==> src/rtl/cpu_pkg.sv <==
// Shared encodings for the Simple RISC Machine: opcodes, controller states and
// datapath select codes, used by the controller, the decoder and the datapath.
package cpu_pkg;

    localparam logic [2:0] OPC_MOV  = 3'b110;
    localparam logic [2:0] OPC_ALU  = 3'b101;
    localparam logic [2:0] OPC_LDR  = 3'b011;
    localparam logic [2:0] OPC_STR  = 3'b100;
    localparam logic [2:0] OPC_HALT = 3'b111;

    localparam logic [1:0] OP_MOV_REG = 2'b00;
    localparam logic [1:0] OP_MOV_IMM = 2'b10;
    localparam logic [1:0] OP_CMP     = 2'b01;

    localparam logic [2:0] NSEL_NONE = 3'b000;
    localparam logic [2:0] NSEL_RM   = 3'b001;
    localparam logic [2:0] NSEL_RD   = 3'b010;
    localparam logic [2:0] NSEL_RN   = 3'b100;

    localparam logic [1:0] VSEL_C     = 2'b00;
    localparam logic [1:0] VSEL_PC    = 2'b01;
    localparam logic [1:0] VSEL_IMM   = 2'b10;
    localparam logic [1:0] VSEL_MDATA = 2'b11;

    typedef enum logic [3:0] {
        S_FETCH,
        S_LOAD_IR,
        S_DECODE,
        S_WR_IMM,
        S_GET_A,
        S_GET_B,
        S_EXEC,
        S_WR_C,
        S_ADDR,
        S_MEM_RD,
        S_LDR_WB,
        S_GET_RD,
        S_PASS,
        S_MEM_WR,
        S_HALT
    } state_t;

endpackage

==> src/rtl/cpu_controller_pc_ir_reg.sv <==
// Program counter, instruction register and store-address register, each with
// its own load enable supplied by the controller FSM.
module pc_ir_reg
    import cpu_pkg::*;
#(
    parameter int                WORD_W   = 16,
    parameter int                ADDR_W   = 8,
    parameter logic [ADDR_W-1:0] RESET_PC = '0
) (
    input  logic              clk,
    input  logic              reset_n,
    input  logic              load_ir,
    input  logic              load_addr,
    input  logic [WORD_W-1:0] mem_rdata,
    input  logic [ADDR_W-1:0] addr_in,
    output logic [ADDR_W-1:0] pc,
    output logic [WORD_W-1:0] ir,
    output logic [ADDR_W-1:0] addr_reg
);

    // NOTE: state uses non-blocking assignments so every register samples the
    // pre-edge values; all three registers are small and get an explicit reset.
    always_ff @(posedge clk or negedge reset_n) begin
        if (!reset_n) begin
            pc       <= RESET_PC;
            ir       <= '0;
            addr_reg <= '0;
        end else begin
            if (load_ir) begin
                ir <= mem_rdata;
                pc <= pc + ADDR_W'(1);
            end
            if (load_addr) begin
                addr_reg <= addr_in;
            end
        end
    end

endmodule

==> src/rtl/cpu_controller.sv <==
// Multicycle fetch/decode/execute controller for the Simple RISC Machine.
// Optional retired-instruction counter is enabled by defining CPU_CTRL_RETIRE_CNT_EN.
module cpu_controller
    import cpu_pkg::*;
#(
    parameter int                WORD_W   = 16,
    parameter int                ADDR_W   = 8,
    parameter logic [ADDR_W-1:0] RESET_PC = '0
) (
    input  logic              clk,
    input  logic              reset_n,
    input  logic              step_en,
    input  logic [WORD_W-1:0] mem_rdata,
    input  logic [WORD_W-1:0] datapath_out,
    output logic [ADDR_W-1:0] mem_addr,
    output logic              mem_we,
    output logic [WORD_W-1:0] mem_wdata,
    output logic [WORD_W-1:0] instruction,
    output logic [2:0]        nsel,
    output logic [1:0]        vsel,
    output logic              write,
    output logic              loada,
    output logic              loadb,
    output logic              loadc,
    output logic              loads,
    output logic              asel,
    output logic              bsel,
    output logic [ADDR_W-1:0] pc,
    output logic              halted
`ifdef CPU_CTRL_RETIRE_CNT_EN
    ,
    output logic [31:0]       retired
`endif
);

    state_t            state;
    logic [ADDR_W-1:0] addr_reg;
    logic [2:0]        opcode;
    logic [1:0]        op;
    logic              is_mov;
    logic              is_cmp;

    assign opcode    = instruction[15:13];
    assign op        = instruction[12:11];
    assign is_mov    = (opcode == OPC_MOV);
    assign is_cmp    = (opcode == OPC_ALU) && (op == OP_CMP);
    assign halted    = (state == S_HALT);
    assign mem_wdata = datapath_out;

    pc_ir_reg #(
        .WORD_W   (WORD_W),
        .ADDR_W   (ADDR_W),
        .RESET_PC (RESET_PC)
    ) u_pc_ir_reg (
        .clk       (clk),
        .reset_n   (reset_n),
        .load_ir   (step_en && (state == S_LOAD_IR)),
        .load_addr (step_en && (state == S_GET_RD)),
        .mem_rdata (mem_rdata),
        .addr_in   (datapath_out[ADDR_W-1:0]),
        .pc        (pc),
        .ir        (instruction),
        .addr_reg  (addr_reg)
    );

    always_ff @(posedge clk or negedge reset_n) begin
        if (!reset_n) begin
            state <= S_FETCH;
        end else if (step_en) begin
            case (state)
                S_FETCH:   state <= S_LOAD_IR;
                S_LOAD_IR: state <= S_DECODE;
                S_DECODE: begin
                    case (opcode)
                        OPC_MOV: begin
                            if (op == OP_MOV_IMM)      state <= S_WR_IMM;
                            else if (op == OP_MOV_REG) state <= S_GET_B;
                            else                       state <= S_HALT;
                        end
                        OPC_ALU, OPC_LDR, OPC_STR: state <= S_GET_A;
                        default:                   state <= S_HALT;
                    endcase
                end
                S_WR_IMM:  state <= S_FETCH;
                S_GET_A:   state <= (opcode == OPC_ALU) ? S_GET_B : S_ADDR;
                S_GET_B:   state <= S_EXEC;
                S_EXEC:    state <= is_cmp ? S_FETCH : S_WR_C;
                S_WR_C:    state <= S_FETCH;
                S_ADDR:    state <= (opcode == OPC_LDR) ? S_MEM_RD : S_GET_RD;
                S_MEM_RD:  state <= S_LDR_WB;
                S_LDR_WB:  state <= S_FETCH;
                S_GET_RD:  state <= S_PASS;
                S_PASS:    state <= S_MEM_WR;
                S_MEM_WR:  state <= S_FETCH;
                default:   state <= S_HALT;
            endcase
        end
    end

    // Strobes are gated by step_en so a frozen FSM never repeats a load or write;
    // selects and the RAM address stay stable while frozen.
    // NOTE: every output gets a default first, so no path through the case infers a latch.
    always_comb begin
        nsel     = NSEL_NONE;
        vsel     = VSEL_C;
        asel     = 1'b0;
        bsel     = 1'b0;
        write    = 1'b0;
        loada    = 1'b0;
        loadb    = 1'b0;
        loadc    = 1'b0;
        loads    = 1'b0;
        mem_we   = 1'b0;
        mem_addr = pc;
        case (state)
            S_WR_IMM: begin
                nsel  = NSEL_RN;
                vsel  = VSEL_IMM;
                write = step_en;
            end
            S_GET_A: begin
                nsel  = NSEL_RN;
                loada = step_en;
            end
            S_GET_B: begin
                nsel  = NSEL_RM;
                loadb = step_en;
            end
            S_EXEC: begin
                asel  = is_mov;
                loads = step_en && is_cmp;
                loadc = step_en && !is_cmp;
            end
            S_WR_C: begin
                nsel  = NSEL_RD;
                vsel  = VSEL_C;
                write = step_en;
            end
            S_ADDR: begin
                bsel  = 1'b1;
                loadc = step_en;
            end
            S_MEM_RD: mem_addr = datapath_out[ADDR_W-1:0];
            S_LDR_WB: begin
                nsel  = NSEL_RD;
                vsel  = VSEL_MDATA;
                write = step_en;
            end
            S_GET_RD: begin
                nsel  = NSEL_RD;
                loadb = step_en;
            end
            S_PASS: begin
                asel  = 1'b1;
                loadc = step_en;
            end
            S_MEM_WR: begin
                mem_addr = addr_reg;
                mem_we   = step_en;
            end
            default: ;
        endcase
    end

`ifdef CPU_CTRL_RETIRE_CNT_EN
    logic instr_done;

    // States whose successor is FETCH mark the last cycle of an instruction.
    always_comb begin
        case (state)
            S_WR_IMM, S_WR_C, S_LDR_WB, S_MEM_WR: instr_done = 1'b1;
            S_EXEC:                               instr_done = is_cmp;
            default:                              instr_done = 1'b0;
        endcase
    end

    always_ff @(posedge clk or negedge reset_n) begin
        if (!reset_n) begin
            retired <= '0;
        end else if (step_en && instr_done && (retired != '1)) begin
            retired <= retired + 32'd1;
        end
    end
`endif

endmodule

==> config.mk <==
export PLATFORM = sky130hd
export DESIGN_NAME = cpu_controller
export DESIGN_NICKNAME = d
export VERILOG_FILES = /design/src/rtl/cpu_pkg.sv /design/src/rtl/cpu_controller_pc_ir_reg.sv /design/src/rtl/cpu_controller.sv
export SDC_FILE = /design/constraint.sdc
export NUM_CORES = 1
export LEC_CHECK = 0
export CAP_MARGIN = 5
export CORE_AREA = 2 2 70 72
export DETAILED_ROUTE_END_ITERATION = 10
export DIE_AREA = 0 0 72 74
export DONT_BUFFER_PORTS = 1
export PLACE_DENSITY = 0.75
export SLEW_MARGIN = 20
export SYNTH_ARGS = -nofsm -noshare
export SYNTH_HDL_FRONTEND = slang
export SYNTH_SLANG_ARGS = --single-unit
==> constraint.sdc <==
create_clock -name clk -period 2.15 [get_ports clk]
set_clock_uncertainty 0.1 [all_clocks]
set_input_delay 0.43 -clock clk [delete_from_list [all_inputs] [get_ports clk]]
set_output_delay 0.43 -clock clk [all_outputs]
set_load 0.02 [all_outputs]
==> metrics.cfg <==
[detailed_routing]
dr.pass1.iters = 4
route.detailed.drc = 0
wirelength_mm = 4.83
ant_nets = 0
vias = 1782
vias_per_cell = 5.50
post_drt_wl_per_cell_um = 14.9
drtIter0Drc = 147

[cells_and_area]
final_net_count = 305
area_growth_pct = 15.7
drive_gt1_frac = 0.274
largest_reg_flops = 16
diodes = 0
final_util = 0.549
fin_cells = 324

[clock_tree]
htreeDepth = 2
cts_tree = done
clk_path_buf_depth = 2
clock_latency_ns = 0.28
cts_sinks = 36
clockRootBuffer = clkbuf_8
numCtsBuffers = 5
path_clk_slew_ns = 0.08

[setup_path]
end_kind = primary output
worstPathRequired_ns = 1.62
crit_type = reg2out
path_max_fanout = 13
cp-start-kind = flop
cp.arrival_ns = 1.54

[synth]
ys_ff_latch = 36
synth_ff_type = dfrtp_1
yosys_warnings = 0
syn-cell-area_um2 = 2180
syn_nets = 283
ys_seq_area_frac = 0.413
avgSynthCellArea_um2 = 8.83
ys_async_sr_fraction = 1.00
ys_types = 43
synthCells = 247
synth_edf_count = 0

[power]
swShare = 0.434
ir_drop_mv = 0.628
p_leak_nw = 1.23
p_comb_frac = 0.485
p_total_mw = 3.61
intPower_mw = 2.04
power_frac_seq = 0.375
pwr_density_cell_nw_per_um2 = 1430
p_clk_frac = 0.140
switchingPower_mw = 1.57

[timing]
setup_tns_ns = 0
drv_slew = 0
holdWs_ns = 0.152
min_period_ns = 2.07
worst_pin_slew_ns = 0.533
max_freq_mhz = 482
timing.slew.headroom = 0.641
period_share = 0.965
finalHoldViolations = 0
finalSetupViolations = 0

[grt]
grt_pass1_wl_mm = 7.67
grtUsageTotal = 0.184
grt.overflow.total = 0
grt_max_degree = 37
antenna_found_initial = 0
grt_pass1_vias = 1636

[die]
chipHeight_um = 74
rows = 25
initial_core_util = 0.475
fp.dieW_um = 72
io_pins = 97
core_area_um2 = 4600
die-area_um2 = 5330

[placement]
place.port_buffers = 0
hpwl_mm = 3.37
gp_congestion = 0.874
dp.cells = 304

[status]
status = complete, no violations

[job]
cap_violations = 0

[hold_path]
min-delay-path-class = in2reg

## cell type report
class                           count  area (µm²)
Inverter                            2        7.51
Fill cell                         415        2070
Tap cell                           54        67.6
Sequential cell                    36         906
Timing Repair Buffer               47         368
Multi-Input combinational cell    177        1080
Clock inverter                      2        13.8
Clock buffer                        6        82.6
## worst max-delay path, stage by stage, from the launching register on
cell	delay, ns
dfrtp_2	0.48
or3b_2	0.47
a21oi_1	0.15
buf_4	0.15
## timing repair
item                                    4_1_cts  5_1_grt
endpoints found under the hold margin        36        0
buffers inserted                              0       10
resized for setup                             4        3
hold buffers                                  2        0
endpoints found under the setup margin       11        5
## metrics by stage
step / worst slack (ns) / area (µm²)
after floorplan: 0.0615 / 2180
final: 0.0753 / 2520
after global placement: 0.219 / 2310
after detailed placement: 0.147 / 2310
after CTS: 0.0320 / 2440
after global routing: -0.00840 / 2520
## synthesized netlist by cell type, types with 3 or more instances
master,count,area (µm²)
a21oi_1,7,35.0
a31oi_1,3,18.8
buf_1,3,11.3
buf_2,8,40.0
buf_4,16,120
clkbuf_1,3,11.3
dfrtp_1,36,901
mux2_2,8,90.1
mux2i_1,9,90.1
nand2_1,65,244
nand2b_1,7,43.8
nand3_1,5,25.0
nand3b_1,5,37.5
nor2_1,10,37.5
nor2b_1,4,25.0
nor3_1,3,15.0
o21ai_0,13,65.1
xnor2_1,4,35.0
xor2_1,4,35.0
## kinds of logic after synthesis
logic type | after synthesis | share of synthesized area
AND/OR/NAND/NOR | 115 | 0.263
multiplexers | 17 | 0.0826
AO/OA/AOI/OAI | 36 | 0.106
adder cells (fa/ha/maj) | 1 | 0.00573
flip-flops | 36 | 0.413
XOR/XNOR | 8 | 0.0321
buffers and inverters | 34 | 0.0975
## metal layers
layer | vias to the layer above | routed length, µm | GRT usage
li1 | 866 | - | -
met1 | 848 | 2020 | 0.230
met2 | 60 | 2370 | 0.302
met3 | 8 | 335 | 0.0583
met4 | 0 | 100 | 0.0692
met5 | - | 0 | 0
## worst paths after layout
kind,start,cells after the start,to,slack (ns)
worst min-delay path,mem_rdata[2],2,u_pc_ir_reg.ir[2]$_DFFE_PN0P_,0.15
worst max register to register,state[2]$_DFFE_PN0P_,4,u_pc_ir_reg.addr_reg[1]$_DFFE_PN0P_,0.23
worst max-delay path,state[2]$_DFFE_PN0P_,3,nsel[2],0.08
worst min register to register,u_pc_ir_reg.addr_reg[7]$_DFFE_PN0P_,1,u_pc_ir_reg.addr_reg[7]$_DFFE_PN0P_,0.41
max in group asynchronous,reset_n,2,u_pc_ir_reg.ir[15]$_DFFE_PN0P_,1.25
min in group asynchronous,reset_n,2,state[2]$_DFFE_PN0P_,0.51
## cell usage in the layout (no fill, tap or decap), drive strengths merged, types with 2 or more instances in the layout
| master | Yosys | layout |
|---|---|---|
| mux2 | 8 | 8 |
| a21boi | 2 | 2 |
| o22a | 2 | 2 |
| nand4 | 2 | 2 |
| nor2 | 10 | 10 |
| mux2i | 9 | 9 |
| o2bb2ai | 2 | 2 |
| clkbuf | 3 | 6 |
| o21ai | 13 | 13 |
| inv | 2 | 3 |
| xor2 | 4 | 4 |
| nand3 | 5 | 5 |
| nand2 | 65 | 65 |
| xnor2 | 4 | 4 |
| a31oi | 3 | 3 |
| nor3 | 5 | 5 |
| and3b | 2 | 2 |
| nand3b | 6 | 6 |
| buf | 29 | 46 |
| a21oi | 7 | 7 |
| nor4 | 3 | 3 |
| nand2b | 7 | 7 |
| dfrtp | 36 | 36 |
| nor2b | 4 | 4 |
| nor3b | 2 | 2 |
## power by group through the flow
stage               clock [mW]  sequential (mW)  combinational [mW]
global placement             0             1.36                1.54
finish                   0.505             1.35                1.75
global route             0.553             1.40                1.93
detailed placement           0             1.37                1.58
CTS                      0.524             1.37                1.61
floorplan                    0             1.30                1.21
Note: power is estimated with default switching activity, not from simulation.
